<file path="src/rtl/pc_fetch_ctrl.sv">
// Fetch sequencer: owns the PC, runs imem req/ack reads and hands words to decode
// over valid/ready. Every output is driven straight from a register.
module pc_fetch_ctrl #(
  parameter logic [31:0] RESET_PC  = 32'h0000_0000,
  parameter logic [31:0] ADDR_MASK = 32'h0000_FFFF,
  parameter int unsigned MAX_WAIT  = 15
) (
  input  logic        clk,
  input  logic        rst,
  input  logic        start,
  output logic        imem_req,
  output logic [31:0] imem_addr,
  input  logic        imem_ack,
  input  logic [31:0] imem_rdata,
  output logic        inst_valid,
  output logic [31:0] inst,
  output logic [31:0] inst_pc,
  input  logic        inst_ready,
  input  logic        redirect_valid,
  input  logic [31:0] redirect_pc,
  input  logic        halt_req,
  output logic        halted,
  output logic        fault
);

  localparam int CW = (MAX_WAIT < 2) ? 1 : $clog2(MAX_WAIT + 1);
  localparam logic [CW-1:0] WAIT_LAST = CW'(MAX_WAIT - 1);

  // state | meaning
  // IDLE  | out of reset, waiting for start
  // FETCH | imem_req held until ack or timeout
  // ISSUE | inst_valid held until decode consumes it
  // HALT  | stopped; only rst leaves
  typedef enum logic [1:0] {IDLE, FETCH, ISSUE, HALT} state_t;

  state_t        state_q, state_d;
  logic [31:0]   pc_q, pc_d;
  logic [CW-1:0] wait_q, wait_d;
  logic          halt_pend_q, halt_pend_d;
  logic          req_q, req_d;
  logic          valid_q, valid_d;
  logic [31:0]   inst_q, inst_d;
  logic [31:0]   inst_pc_q, inst_pc_d;
  logic          halted_q, halted_d;
  logic          fault_q, fault_d;
  logic [31:0]   pc_seq;

  always_ff @(posedge clk) begin
    if (rst) begin
      state_q     <= IDLE;
      pc_q        <= RESET_PC;
      wait_q      <= '0;
      halt_pend_q <= 1'b0;
      req_q       <= 1'b0;
      valid_q     <= 1'b0;
      inst_q      <= '0;
      inst_pc_q   <= '0;
      halted_q    <= 1'b0;
      fault_q     <= 1'b0;
    end else begin
      state_q     <= state_d;
      pc_q        <= pc_d;
      wait_q      <= wait_d;
      halt_pend_q <= halt_pend_d;
      req_q       <= req_d;
      valid_q     <= valid_d;
      inst_q      <= inst_d;
      inst_pc_q   <= inst_pc_d;
      halted_q    <= halted_d;
      fault_q     <= fault_d;
    end
  end

  always_comb begin
    state_d     = state_q;
    pc_d        = pc_q;
    wait_d      = wait_q;
    halt_pend_d = halt_pend_q;
    req_d       = req_q;
    valid_d     = valid_q;
    inst_d      = inst_q;
    inst_pc_d   = inst_pc_q;
    halted_d    = halted_q;
    fault_d     = fault_q;
    // carry out of bit 31 is dropped before masking
    pc_seq      = (pc_q + 32'd4) & ADDR_MASK;

    case (state_q)
      IDLE: begin
        if (halt_req) begin
          state_d  = HALT;
          halted_d = 1'b1;
        end else if (start) begin
          state_d     = FETCH;
          req_d       = 1'b1;
          wait_d      = '0;
          halt_pend_d = 1'b0;
        end
      end
      FETCH: begin
        if (halt_req) halt_pend_d = 1'b1;
        if (imem_ack) begin
          req_d = 1'b0;
          if (halt_pend_q) begin
            state_d  = HALT;
            halted_d = 1'b1;
          end else begin
            inst_d    = imem_rdata;
            inst_pc_d = pc_q;
            valid_d   = 1'b1;
            state_d   = ISSUE;
          end
        end else if (wait_q == WAIT_LAST) begin
          fault_d  = 1'b1;
          req_d    = 1'b0;
          state_d  = HALT;
          halted_d = 1'b1;
        end else begin
          wait_d = wait_q + CW'(1);
        end
      end
      ISSUE: begin
        if (halt_req) begin
          valid_d  = 1'b0;
          state_d  = HALT;
          halted_d = 1'b1;
        end else if (inst_ready) begin
          valid_d = 1'b0;
          if (redirect_valid && redirect_pc[1:0] != 2'b00) begin
            fault_d  = 1'b1;
            state_d  = HALT;
            halted_d = 1'b1;
          end else begin
            pc_d        = redirect_valid ? (redirect_pc & ADDR_MASK) : pc_seq;
            state_d     = FETCH;
            req_d       = 1'b1;
            wait_d      = '0;
            halt_pend_d = 1'b0;
          end
        end
      end
      HALT: begin
        req_d    = 1'b0;
        valid_d  = 1'b0;
        halted_d = 1'b1;
      end
      default: state_d = IDLE;
    endcase
  end

  assign imem_req   = req_q;
  assign imem_addr  = pc_q;
  assign inst_valid = valid_q;
  assign inst       = inst_q;
  assign inst_pc    = inst_pc_q;
  assign halted     = halted_q;
  assign fault      = fault_q;

endmodule
</file>
<file path="config.mk">
export PLATFORM = sky130hd
export DESIGN_NAME = pc_fetch_ctrl
export DESIGN_NICKNAME = d
export VERILOG_FILES = /design/src/rtl/pc_fetch_ctrl.sv
export SDC_FILE = /design/constraint.sdc
export NUM_CORES = 1
export LEC_CHECK = 0
export ABC_AREA = 1
export CAP_MARGIN = 40
export CORE_MARGIN = 2
export CORE_UTILIZATION = 40
export DETAILED_ROUTE_END_ITERATION = 8
export PLACE_DENSITY_LB_ADDON = 0.2
export SYNTH_ARGS = -nofsm -noshare
export SYNTH_HDL_FRONTEND = slang
export SYNTH_SLANG_ARGS = --single-unit
</file>
<file path="constraint.sdc">
create_clock -name clk -period 3.85 [get_ports clk]
set_input_delay 0.385 -clock clk [delete_from_list [all_inputs] [get_ports clk]]
set_output_delay 0.385 -clock clk [all_outputs]
set_load 0.1 [all_outputs]
</file>
==> results.cfg, run 1 <==
[outcome]
outcome = complete, no violations

[global_route]
grt_pass1_vias = 3679
global_route_wire_length_before_repair_um = 17690
grt.total_usage_pct = 22.42
antenna_found_initial = 0
grt_max_degree = 51
globalRouteOverflowTotal = 0

[sta]
rsz0062_at_grt = no
totalNegativeSetupSlack_ps = 0
max_slew_margin_pct = 64.98
hold_viol = 0
timing_worst_slew_pin_value_ps = 524.0
finalWorstPathRequiredPeriod_ps = 2158
finalClockSkew_ps = 16.17
post-route-period-util_pct = 56.06
final-setup-viol-count = 0
achievable-frequency_mhz = 463.3
slew_violations = 0

[synth]
postSynthRegisterBits = 75
ys_top_cells_by_area = dfxtp_1, nor2_1, o21ai_0, buf_4, nand2_1
cell_taking_the_most_area_after_synthesis = dfxtp_1
yosys_most_used_dff = dfxtp_1
post_synth_instance_area_um2 = 3567
synth_top_cell_area_share_pct = 42.09
cell_count_after_synthesis = 504
post-synth-top-count-cell = nor2_1
mapped_avg_cell_area_um2 = 7.078
synth_enable_flop_cells = 0
synth_sequential_area_ratio_pct = 42.09
synth.yosys.warnings = 0
synth_async_sr_flop_share_pct = 0
post_synth_most_frequent_cells = nor2_1, dfxtp_1, o21ai_0
yosysUniqueCellTypes = 30

[place]
dp_hpwl_um = 8105
io_buffer_count = 122
routabilityCongestion = 0.9259
dp_cells = 782

[floorplan]
floorplan.rows = 34
chipWidth_um = 98.44
design.core.area_um2 = 8678
floorplan.die_area_um2 = 9689
floorplan.initialDensity_pct = 41.10
die_h_um = 98.44
number_of_top_level_pins = 171

[final_layout]
final_layout_net_count = 763
final-instance-count-excl-fill = 798
layout_stage_area_growth_over_the_synthesis_result_pct = 74.22
post_route_cells_drive_above_1_share_pct = 13.77
number_of_filler_instances_in_the_final_layout = 600
final_util_pct = 71.61
num_antenna_cells = 0

[setup_path]
worst_setup_path_end_kind = flip-flop
reg2reg_depth = 8
critPathSlowestCell = clkdlybuf4s50_1
start_kind = primary input
r2r-start = state_q[1]
critical_path.most_common_cell = inv_2
delay_of_the_slowest_cell_on_the_worst_path_ps = 570
cp_top_family = buffers and inverters
register_to_register_setup_slack_ps = 1720
path_max_fanout = 22
worst-endpoint-required_ps = 4110
cp_data_arrival_time_ps = 2420
critical_path_buf_inv_count = 3
timing.rr.end = inst[23]
worstPathCellList = clkdlybuf4s50_1 -> inv_2 -> nor2_4 -> nor3_4 -> inv_2 -> nor2_1 -> nand2_1 -> a21oi_1
criticalPathCategory = primary input to flip-flop

[power_and_ir_drop]
total_switching_power_mw = 2.147
leakage_nw = 2.658
combPwrFrac_pct = 61.3
cell_internal_pwr_mw = 2.283
finalPower_mw = 4.430
seqPwrFrac_pct = 23.7
sw_frac_of_total_pct = 48.47
vdd_drop_max_v = 0.0004983
power.density_nw_per_um2 = 712.8
power.clock.fraction_pct = 15.0

[job]
cap_violations = 0

[clock_tree]
htree_levels = 3
worstSkewPairLatency_ps = 340
cts_made_buffers = 9
clk_pin_slew_worst_paths_ps = 60
cts_tree = yes
cts_root_buf = clkbuf_8
maximum_clock_insertion_buffer_count = 2
cts_setup_buffers = 0
clock-sinks = 75
cts_hold_buf = 0
post_cts_resized = 0

[routing]
post_drt_via_cell_ratio = 4.803
post-route-drc-count = 0
avgRoutedWirePerCell_um = 13.65
drtAntennaViolNets = 0
detailedRoute.firstIterationViolations = 138
dr_total_vias = 3833
finalWirelength_um = 10890
drt_first_pass_iters = 4

[hold_path]
min_path_type = flip-flop to flip-flop
hp-start = halted
min_path_cells = 2
min_to = halted
## flip-flops by register name (all words and copies together) (netlist names)
name / flops
fault: 1
halt_pend_q: 1
halted: 1
imem_addr: 16
imem_req: 1
inst: 32
inst_pc: 16
inst_valid: 1
state_q: 2
wait_q: 4
## cell type report
cell class,instances,area [um^2],area share [%]
inverter,36,135.1,2.174
tap,108,135.1,2.174
sequential,75,1501,24.16
clock buffer,12,145.1,2.335
timing repair buffer,194,2522,40.59
multi-input combinational,369,1702,27.38
clock inverter,4,73.82,1.188
## power by group through the flow
stage / Sequential [mW] / Combinational, mW / Clock (mW)
finish: 1.05 / 2.71 / 0.666
CTS: 1.05 / 2.72 / 0.683
global route: 1.07 / 2.82 / 0.720
detailed placement: 1.06 / 2.71 / 0
global placement: 1.05 / 2.06 / 0
floorplan: 2.13 / 0.564 / 0
## metal layers
layer  GRT usage [%]  share of wire [%]
met4           7.798                1.9
met2           38.25                 49
met1           27.89                 42
met5               0                  0
met3           5.177                7.3
## worst max path at each step
stage	startpoint	endpoint	depth (start not counted)
final	redirect_valid	imem_addr[12]	8
after global routing	redirect_valid	imem_addr[12]	8
after detailed placement	redirect_valid	imem_addr[12]	8
after floorplan	imem_addr[2]	imem_addr[14]	8
after CTS	redirect_valid	imem_addr[12]	8
after global placement	redirect_valid	imem_addr[9]	8
## metrics by stage
stage          instance area, um^2  setup slack (ps)  hold slack (ps)
2_1_floorplan                 3684              1783            448.7
3_3_place_gp                  4725              1420            440.5
3_5_place_dp                  5996              1331            445.4
4_1_cts                       6215              1683            455.8
5_1_grt                       6215              1475            480.4
6_report                      6215              1692            451.4
## worst register-to-register path, delay by kind of cell (launching register included)
kind                       cells  cell delay (ps)
buffers and inverters          3              610
adders and majority gates      1              270
and+or+nand+nor                4              810
DFF                            1              330
## cell families (layout without fill, tap and decap cells)
| group | after synthesis | in the layout | synth area share [%] |
|---|---|---|---|
| fa+ha+maj | 7 | 7 | 2.455 |
| buf+inv | 91 | 246 | 13.61 |
| compound gates | 101 | 101 | 14.52 |
| other cells | 1 | 32 | 0.1051 |
| flops | 75 | 75 | 42.09 |
| xor+xnor | 5 | 5 | 1.228 |
| simple gates | 224 | 224 | 25.99 |
## cells in the final DEF (no fill, tap or decap), types with 2 or more instances in the layout
master           instances
a21oi_1                 27
a31oi_1                  3
buf_16                  20
buf_4                    4
buf_8                   48
bufinv_16                2
clkbuf_1                 2
clkbuf_8                10
clkdlybuf4s50_1        122
conb_1                  32
dfxtp_1                 75
ha_1                     7
inv_1                   34
inv_2                    2
nand2_1                 63
nand3_1                 21
nand4_1                  8
nor2_1                 120
nor2_2                   2
nor2_4                   2
nor3_1                   4
o21ai_0                 67
xnor2_1                  3
xor2_1                   2
No activity file was read; power rests on OpenSTA's default activity.
==> run 2, diff against run 1 <==
--- a/config.mk
+++ b/config.mk
@@ -8,7 +8,7 @@
 export ABC_AREA = 1
 export CAP_MARGIN = 40
 export CORE_MARGIN = 2
-export CORE_UTILIZATION = 40
+export CORE_UTILIZATION = 37
 export DETAILED_ROUTE_END_ITERATION = 8
 export PLACE_DENSITY_LB_ADDON = 0.2
 export SYNTH_ARGS = -nofsm -noshare
==> constraint.sdc (replaced) <==
create_clock -name clk -period 1.7 [get_ports clk]
set_input_delay 0.17 -clock clk [delete_from_list [all_inputs] [get_ports clk]]
set_output_delay 0.17 -clock clk [all_outputs]
set_load 0.1 [all_outputs]
==> run 2 against run 1 <==
Net effect: non-clock buffer count fell by 55; sequential cell count did not move; clock-buffer cell count shrank 2; sequential power is 130% higher; total power grew 94%; core utilization is 16 points lower; largest cell class is now multi-input gates; clock power rose by 110%.
==> results.cfg, run 2 (synthesis results as in run 1) <==
[floorplan]
floorplan.die_area_um2 = 10440
floorplan.rows = 35
die_h_um = 102.2
chipWidth_um = 102.2
floorplan.initialDensity_pct = 38.42
design.core.area_um2 = 9284
number_of_top_level_pins = 171

[clock_tree]
cts_tree = yes
clock-sinks = 75
cts_root_buf = clkbuf_8
worstSkewPairLatency_ps = 350
htree_levels = 3
cts_made_buffers = 9
clk_pin_slew_worst_paths_ps = 90
maximum_clock_insertion_buffer_count = 2

[setup_path]
critPathLaunch = state_q[0]
start_kind = flip-flop
timing.critical_path.to = wait_q[0]
timing.rr.end = wait_q[0]
worst_setup_path_end_kind = flip-flop
path_max_fanout = 3
reg2reg_depth = 8
worst-endpoint-required_ps = 1930
r2r-start = state_q[0]
cp_data_arrival_time_ps = 1840
register_to_register_setup_slack_ps = 90
criticalPathCategory = flip-flop to flip-flop

[power_and_ir_drop]
seqPwrFrac_pct = 27.7
power.clock.fraction_pct = 16.2
leakage_nw = 2.327
sw_frac_of_total_pct = 54.51
cell_internal_pwr_mw = 3.913
vdd_drop_max_v = 0.001031
total_switching_power_mw = 4.689
power.density_nw_per_um2 = 1672
combPwrFrac_pct = 56.0

[sta]
slew_violations = 0
finalWorstPathRequiredPeriod_ps = 1610
rsz0062_at_grt = yes
final-setup-viol-count = 0
finalClockSkew_ps = 7.814
achievable-frequency_mhz = 621.2
post-route-period-util_pct = 94.69
hold_viol = 0
totalNegativeSetupSlack_ps = 0

[routing]
dr_total_vias = 3617
finalWirelength_um = 9915
post_drt_via_cell_ratio = 4.734
post-route-drc-count = 0
drt_first_pass_iters = 5
detailedRoute.firstIterationViolations = 209
drtAntennaViolNets = 0
avgRoutedWirePerCell_um = 12.98

[outcome]
outcome = complete, no violations

[global_route]
antenna_found_initial = 0
grt.total_usage_pct = 19.04
globalRouteOverflowTotal = 0
global_route_wire_length_before_repair_um = 15840
grt_max_degree = 54
grt_pass1_vias = 3447

[final_layout]
post_route_cells_drive_above_1_share_pct = 19.84
most_common_cell_after_layout_fill_and_taps_aside = nor2_1
most_frequent_cells_in_the_layout = nor2_1, buf_4, o21ai_0
final-instance-count-excl-fill = 764
flip_flop_count_of_the_largest_register_after_layout = 32
num_antenna_cells = 0
layout_stage_area_growth_over_the_synthesis_result_pct = 44.19
final_layout_net_count = 708

[job]
cap_violations = 0

[place]
dp_hpwl_um = 7069
io_buffer_count = 122
dp_cells = 745
routabilityCongestion = 0.9887

[hold_path]
min_path_type = primary input to flip-flop
==> run 2: cell types whose count changed in the layout (fill, tap and decap cells not counted), moves of 12 or more <==
cell,delta
buf_12,+16
buf_16,-20
buf_4,+63
buf_8,-47
clkdlybuf4s50_1,-68
dfxtp_1,-12
dfxtp_2,+12
==> run 2: critical path, stage by stage (launching register included) <==
cell     delay (ps)
dfxtp_1         380
inv_1            90
ha_1            240
o21ai_1         240
nand3_1         130
nor2_1          160
nand2_1         110
nand2_1         100
a21oi_1          50
==> run 2: worst min path at each step <==
stage	slack, ps	cells after the start	startpoint	end
global route	400	3	imem_rdata[21]	inst[21]
detailed placement	450	2	fault	fault
finish	390	3	imem_rdata[23]	inst[23]
global placement	440	2	halted	halted
CTS	380	3	imem_rdata[17]	inst[17]
floorplan	300	2	imem_rdata[28]	inst[28]
==> run 2: layout make-up <==
cell class                 count  area, um^2
inverter                      36       137.6
multi-input combinational    369        1724
timing repair buffer         139        1404
clock buffer                  10       127.6
clock inverter                 6       72.57
fill                         884        4140
sequential                    75        1516
tap                          129       161.4
==> run 2: what timing repair did <==
action / CTS / global route
pin swaps: 0 / 3
endpoints found under the setup margin: 2 / 50
hold buffers: 0 / 0
setup buffers: 0 / 2
gates resized for setup: 3 / 9
cloned: 0 / 1
==> run 2: layer usage <==
metal / global-route usage, % / part of all wire (%) / wire (um) / vias up
met5: 0 / 0 / 0 / -
met1: 23.01 / 43 / 4268 / 1636
met4: 7.385 / 1.7 / 164 / 0
li1: - / - / - / 1814
met2: 31.48 / 46 / 4552 / 152
met3: 6.293 / 9.4 / 930 / 15
==> run 2: power groups by stage <==
| stage | clock, mW | sequential, mW | combinational [mW] |
|---|---|---|---|
| after global routing | 1.50 | 2.43 | 5.07 |
| after CTS | 1.44 | 2.39 | 4.74 |
| after floorplan | 0 | 4.82 | 1.28 |
| final | 1.40 | 2.39 | 4.82 |
| after global placement | 0 | 2.41 | 4.68 |
| after detailed placement | 0 | 2.42 | 4.71 |
==> run 2: metrics by stage <==
| step | cell area (um^2) | hold WS (ps) | worst slack [ps] | util, % | power, mW |
|---|---|---|---|---|---|
| floorplan | 3697 | 304.9 | 9.306 | - | 6.094 |
| global placement | 4870 | 443.2 | 44.89 | 52.45 | 7.082 |
| global route | 5144 | 395.3 | -18.48 | 55.40 | 9.014 |
| detailed placement | 4870 | 448.2 | -15.68 | 52.45 | 7.131 |
| finish | 5144 | 393.7 | 90.24 | 55.40 | 8.602 |
| CTS | 5080 | 379.0 | 25.25 | 54.72 | 8.572 |
